## config.mk

```make
export PLATFORM = sky130hd
export DESIGN_NAME = dir_read_resp_router
export DESIGN_NICKNAME = d
export VERILOG_FILES = /design/src/rtl/dir_read_resp_router.sv
export SDC_FILE = /design/constraint.sdc
export NUM_CORES = 1
export LEC_CHECK = 0
export CORE_MARGIN = 1
export CORE_UTILIZATION = 28
export CTS_BUF_LIST = sky130_fd_sc_hd__clkbuf_4 sky130_fd_sc_hd__clkbuf_8
export DETAILED_ROUTE_END_ITERATION = 7
export MAX_ROUTING_LAYER = met4
export SLEW_MARGIN = 20
export SYNTH_ARGS = -nofsm -noshare
export SYNTH_HDL_FRONTEND = slang
export SYNTH_SLANG_ARGS = --single-unit
```

## constraint.sdc

```tcl
create_clock -name clk_i -period 12.97 [get_ports clk_i]
set_clock_uncertainty 0.2 [all_clocks]
set_input_delay 3.2425 -clock clk_i [delete_from_list [all_inputs] [get_ports clk_i]]
set_output_delay 3.2425 -clock clk_i [all_outputs]
set_load 0.01 [all_outputs]
```

## src/rtl/dir_read_resp_router.sv

```systemverilog
// Purpose: steers directory SRAM read data back to the core pipeline or a coherence response FIFO.
// Latency: core responses exactly RdLatency cycles after grant; coherence responses RdLatency+1 or later.
// Backpressure: core path never stalls; coherence path stalls the arbiter through coh_stall_o credits.
module dir_read_resp_router #(
  parameter int unsigned NumWays     = 4,
  parameter int unsigned RdLatency   = 1,
  parameter int unsigned CohBufDepth = 2,
  parameter type hpdcache_way_vector_t = logic [NumWays-1:0],
  parameter type hpdcache_dir_entry_t  = logic [15:0]
) (
  input  logic                                 clk_i,
  input  logic                                 rst_ni,
  input  logic                                 gnt_valid_i,
  input  logic                                 gnt_idx_i,
  input  hpdcache_way_vector_t                 gnt_cs_i,
  input  hpdcache_way_vector_t                 gnt_we_i,
  input  hpdcache_dir_entry_t  [NumWays-1:0]   dir_rentry_i,
  output logic                                 core_rvalid_o,
  output hpdcache_way_vector_t                 core_rways_o,
  output hpdcache_dir_entry_t  [NumWays-1:0]   core_rentry_o,
  output logic                                 coh_rvalid_o,
  input  logic                                 coh_rready_i,
  output hpdcache_way_vector_t                 coh_rways_o,
  output hpdcache_dir_entry_t  [NumWays-1:0]   coh_rentry_o,
  output logic                                 coh_stall_o,
  output logic                                 overflow_o
);

  localparam int unsigned CntW = $clog2(CohBufDepth + RdLatency + 1);
  localparam int unsigned PtrW = (CohBufDepth > 1) ? $clog2(CohBufDepth) : 1;

  typedef hpdcache_dir_entry_t [NumWays-1:0] entries_t;

  // Tracking pipeline: one stage per SRAM latency cycle, last stage aligns with read data.
  logic [RdLatency-1:0]  pipe_vld;
  logic [RdLatency-1:0]  pipe_idx;
  hpdcache_way_vector_t  pipe_ways [RdLatency];

  // Coherence response FIFO storage and bookkeeping.
  hpdcache_way_vector_t  mem_ways [CohBufDepth];
  entries_t              mem_ent  [CohBufDepth];
  logic [PtrW-1:0]       wr_ptr;
  logic [PtrW-1:0]       rd_ptr;
  logic [CntW-1:0]       fifo_cnt;
  logic                  overflow_q;

  hpdcache_way_vector_t  rd_ways;
  logic                  is_rd;
  logic                  coh_drop;
  logic                  track;
  logic [CntW-1:0]       inflight;
  logic [CntW-1:0]       used;
  logic                  stall_raw;
  logic                  al_vld;
  logic                  al_idx;
  hpdcache_way_vector_t  al_ways;
  entries_t              masked;
  logic                  push;
  logic                  pop;
  logic                  full;
  logic                  push_ok;

  function automatic logic [PtrW-1:0] ptr_inc(input logic [PtrW-1:0] p);
    return (p == PtrW'(CohBufDepth - 1)) ? '0 : p + PtrW'(1);
  endfunction

  // Classify the current grant: a read needs at least one selected, non-written way.
  always_comb begin
    rd_ways  = gnt_cs_i & ~gnt_we_i;
    is_rd    = gnt_valid_i && (rd_ways != '0);
    coh_drop = is_rd && gnt_idx_i && stall_raw;
    track    = is_rd && !coh_drop;
  end

  // Credit accounting depends only on registered state, never on the grant inputs.
  always_comb begin
    inflight = '0;
    for (int i = 0; i < RdLatency; i++) begin
      inflight = inflight + CntW'(pipe_vld[i] & pipe_idx[i]);
    end
    used      = fifo_cnt + inflight;
    stall_raw = (used >= CntW'(CohBufDepth));
  end

  // Valid bits of the tracking pipeline; the SRAM never stalls so it shifts every cycle.
  always_ff @(posedge clk_i) begin
    if (!rst_ni) begin
      pipe_vld <= '0;
    end else begin
      pipe_vld[0] <= track;
      for (int i = 1; i < RdLatency; i++) begin
        pipe_vld[i] <= pipe_vld[i-1];
      end
    end
  end

  // Payload of the tracking pipeline; qualified by pipe_vld so it needs no reset.
  always_ff @(posedge clk_i) begin
    pipe_idx[0]  <= gnt_idx_i;
    pipe_ways[0] <= rd_ways;
    for (int i = 1; i < RdLatency; i++) begin
      pipe_idx[i]  <= pipe_idx[i-1];
      pipe_ways[i] <= pipe_ways[i-1];
    end
  end

  // Aligned stage meets SRAM data; ways that were not read are zeroed.
  always_comb begin
    al_vld  = pipe_vld[RdLatency-1];
    al_idx  = pipe_idx[RdLatency-1];
    al_ways = pipe_ways[RdLatency-1];
    masked  = '0;
    for (int w = 0; w < NumWays; w++) begin
      masked[w] = al_ways[w] ? dir_rentry_i[w] : '0;
    end
  end

  // Core responses are delivered in the data-return cycle without buffering.
  always_comb begin
    core_rvalid_o = rst_ni && al_vld && !al_idx;
    core_rways_o  = core_rvalid_o ? al_ways : '0;
    core_rentry_o = core_rvalid_o ? masked : '0;
  end

  // FIFO handshake; a push into a full FIFO is only accepted alongside a pop.
  always_comb begin
    full         = (fifo_cnt == CntW'(CohBufDepth));
    coh_rvalid_o = rst_ni && (fifo_cnt != '0);
    pop          = coh_rvalid_o && coh_rready_i;
    push         = rst_ni && al_vld && al_idx;
    push_ok      = push && (!full || pop);
    coh_rways_o  = coh_rvalid_o ? mem_ways[rd_ptr] : '0;
    coh_rentry_o = coh_rvalid_o ? mem_ent[rd_ptr] : '0;
    coh_stall_o  = rst_ni && stall_raw;
    overflow_o   = rst_ni && overflow_q;
  end

  // FIFO storage write; contents are only observed through valid read pointers.
  always_ff @(posedge clk_i) begin
    if (push_ok) begin
      mem_ways[wr_ptr] <= al_ways;
      mem_ent[wr_ptr]  <= masked;
    end
  end

  // FIFO pointers, occupancy and the sticky overflow flag.
  always_ff @(posedge clk_i) begin
    if (!rst_ni) begin
      wr_ptr     <= '0;
      rd_ptr     <= '0;
      fifo_cnt   <= '0;
      overflow_q <= 1'b0;
    end else begin
      if (push_ok) wr_ptr <= ptr_inc(wr_ptr);
      if (pop)     rd_ptr <= ptr_inc(rd_ptr);
      case ({push_ok, pop})
        2'b10:   fifo_cnt <= fifo_cnt + CntW'(1);
        2'b01:   fifo_cnt <= fifo_cnt - CntW'(1);
        default: fifo_cnt <= fifo_cnt;
      endcase
      if (coh_drop) overflow_q <= 1'b1;
    end
  end

endmodule
```

==> flow_metrics.py <==
metrics = {
    "worst_setup_path": {
        "crit_type": "primary input to primary output",
        "reg2regPathDepth": 4,
        "setup.worst_path.start": "rst_ni",
        "max_stage_delay_ns": 0.63,
        "crit_path_max_fanout": 38,
        "worstReg2RegEnd": "mem_ent[1][47]",
        "r2r_start": "fifo_cnt[0]",
        "critPathCapture": "core_rentry_o[8]",
        "cp_slowest_cell": "clkdlybuf4s50_1",
        "crit_path_cell_trace": "clkdlybuf4s50_1, nand2_1, nor2_4, buf_16, and3_1, clkdlybuf4s50_1",
        "ff2ff_setup_slack_ns": 10.18,
        "crit_top_cell": "clkdlybuf4s50_1",
        "crit_arrival_ns": 5.53,
        "cp-end-kind": "primary output",
        "crit_path_start_kind": "primary input",
        "cp.required_ns": 9.53,
    },
    "place": {
        "gp_congestion": 0.723,
        "hpwl_um": 10200,
        "dp_slack_ns": 3.71,
        "portBuffers": 216,
        "placed_area_um2": 8920,
    },
    "finish": {
        "area_growth_pct": 44.6,
        "final_net_count": 774,
        "antennaDiodeCount": 0,
        "final_cell_area_um2": 9410,
        "drive_gt1_frac": 0.0649,
        "n_fill_cell": 2105,
    },
    "logic_synthesis": {
        "syn-num-nets": 569,
        "synth_top_area_frac": 0.628,
        "syn_inst": 491,
        "avgSynthCellArea_um2": 13.3,
        "synth-edff-count": 136,
        "ys_seq_elements": 148,
        "synthTopCellsByArea": "edfxtp_1 (63%), mux2i_1 (10%), and2_1 (6.8%)",
        "synth_cell_types": 28,
        "async_flop_share": 0,
        "yosys_warnings": 0,
        "ys_seq_area_frac": 0.665,
        "yosysTopAreaCell": "edfxtp_1",
        "synth_ff_type": "edfxtp_1",
        "yosys.cell_count.top_type": "edfxtp_1",
        "netlist_top_cells_count": "edfxtp_1 (136), nor2_1 (72), and2_1 (71)",
        "syn_area_um2": 6510,
    },
    "detailed_routing": {
        "viasPerCell": 4.52,
        "first_iter_violations": 211,
        "routedWlPerCell_um": 15.3,
        "ant_nets": 0,
        "vias": 4489,
        "totalWireLength_um": 15200,
        "drc": 0,
        "dr.pass1.iters": 4,
    },
    "sta": {
        "worst_slack_ns": 4.00,
        "hold_viol": 0,
        "rsz0062_at_grt": "false",
        "tns_ns": 0,
        "tightest_slew_ns": 0.903,
        "fin_crit_ns": 8.97,
        "fmax_mhz": 111,
        "slew_headroom": 0.397,
        "slew_viol_final": 0,
        "final_min_period_over_clock_period": 0.692,
        "setup_violations": 0,
    },
    "global_route": {
        "antenna_found_initial": 0,
        "grt.total_usage": 0.136,
        "grt_pass1_vias": 4679,
        "grt_first_pass_wirelength_um": 24200,
        "overflow": 0,
        "grt_max_degree": 70,
    },
    "cts": {
        "htreeDepth": 4,
        "clockBufferDepth": 2,
        "cts_tree": "built",
        "clkLatencyLatePin_ns": 0.43,
        "numCtsBuffers": 17,
        "cts.sinks": 148,
        "clkTransAtPathRegs_ns": 0.08,
        "cts-root-buf": "clkbuf_8",
        "post-cts-setup-buffers": 0,
        "ctsHoldBuffers": 0,
        "cts_resized": 0,
    },
    "outcome": {
        "status": "completed",
    },
    "die": {
        "die_area_um2": 23900,
        "dieWidth_um": 154,
        "ios": 217,
        "start_util": 0.287,
        "rows": 55,
        "die_h_um": 154,
        "core_area_um2": 22700,
    },
    "min_path": {
        "hold_path.class": "register to register",
    },
    "power_and_ir_drop": {
        "power.density_cell_area_nw_per_um2": 106,
        "ir_drop_mv": 0.0708,
        "p_total_w": 0.000994,
        "p_leak_nw": 3.34,
    },
    "flow_run": {
        "drv_cap": 0,
    },
}
## cells by family after synthesis
kind of cell | share of synthesized area
buffers and inverters | 0.0285
AND/OR/NAND/NOR | 0.186
AO/OA/AOI/OAI | 0.00923
flip-flops | 0.665
XOR/XNOR | 0.00539
multiplexers | 0.105
adder cells (fa/ha/maj) | 0.00192
## layout make-up
class,instances,area (µm²),area share
sequential,148,4330,0.460
multi-input combinational,302,2020,0.214
clock inverter,12,204,0.0217
timing repair buffer,222,2230,0.237
clock buffer,20,256,0.0273
inverter,5,20.0,0.00213
tap,285,357,0.0379
## cell usage in the layout (no fill, tap or decap), types with 3 or more instances in the layout
| cell | instances |
|---|---|
| clkdlybuf4s50_1 | 216 |
| edfxtp_1 | 136 |
| nor2_1 | 71 |
| and2_1 | 71 |
| mux2i_1 | 68 |
| and3_1 | 64 |
| clkbuf_8 | 17 |
| dfxtp_1 | 11 |
| bufinv_16 | 5 |
| buf_4 | 5 |
| inv_1 | 4 |
| a21oi_1 | 3 |
| clkinvlp_4 | 3 |
| inv_6 | 3 |
| clkbuf_4 | 3 |
## flip-flops by register name, indices dropped and copies added (netlist names), named ones only
register    cells
mem_ent       128
al_vld          1
pipe_ways       4
mem_ways        8
wr_ptr          1
fifo_cnt        2
rd_ptr          1
overflow_q      1
al_idx          1
## power breakdown
part | leakage (nW) | switching, W | internal [W]
clock network | 0.225 | 0.000174 | 0.000237
registers | 1.50 | 0.00000529 | 0.000521
logic | 1.62 | 0.0000231 | 0.0000331
## how the worst min path moves through the flow
stage	start	endpoint	slack, ns	cells past startpoint
floorplan	wr_ptr	wr_ptr	0.26	2
global placement	wr_ptr	wr_ptr	0.28	2
detailed placement	wr_ptr	wr_ptr	0.29	2
CTS	wr_ptr	wr_ptr	0.30	2
global route	wr_ptr	wr_ptr	0.32	2
finish	wr_ptr	wr_ptr	0.31	2
## worst max-delay path: cells and delay by family
| family | cells | cell delay [ns] |
|---|---|---|
| and+or+nand+nor | 3 | 0.83 |
| buffers and inverters | 3 | 1.43 |
## metrics by stage
stage	instances	hold slack, ns	util
6_report	994	0.309	0.414
5_1_grt	994	0.318	0.414
4_1_cts	993	0.304	0.413
3_5_place_dp	961	0.288	0.393
3_3_place_gp	961	0.277	0.393
2_1_floorplan	491	0.263	-
## per-layer routing
| metal | wire length (µm) | track usage | up-vias |
|---|---|---|---|
| met4 | 131 | 0.0377 | 0 |
| li1 | - | - | 2169 |
| met1 | 6590 | 0.151 | 2172 |
| met2 | 7770 | 0.237 | 134 |
| met5 | 0 | - | - |
| met3 | 750 | 0.0389 | 14 |
No activity file was read; power rests on OpenSTA's default activity.
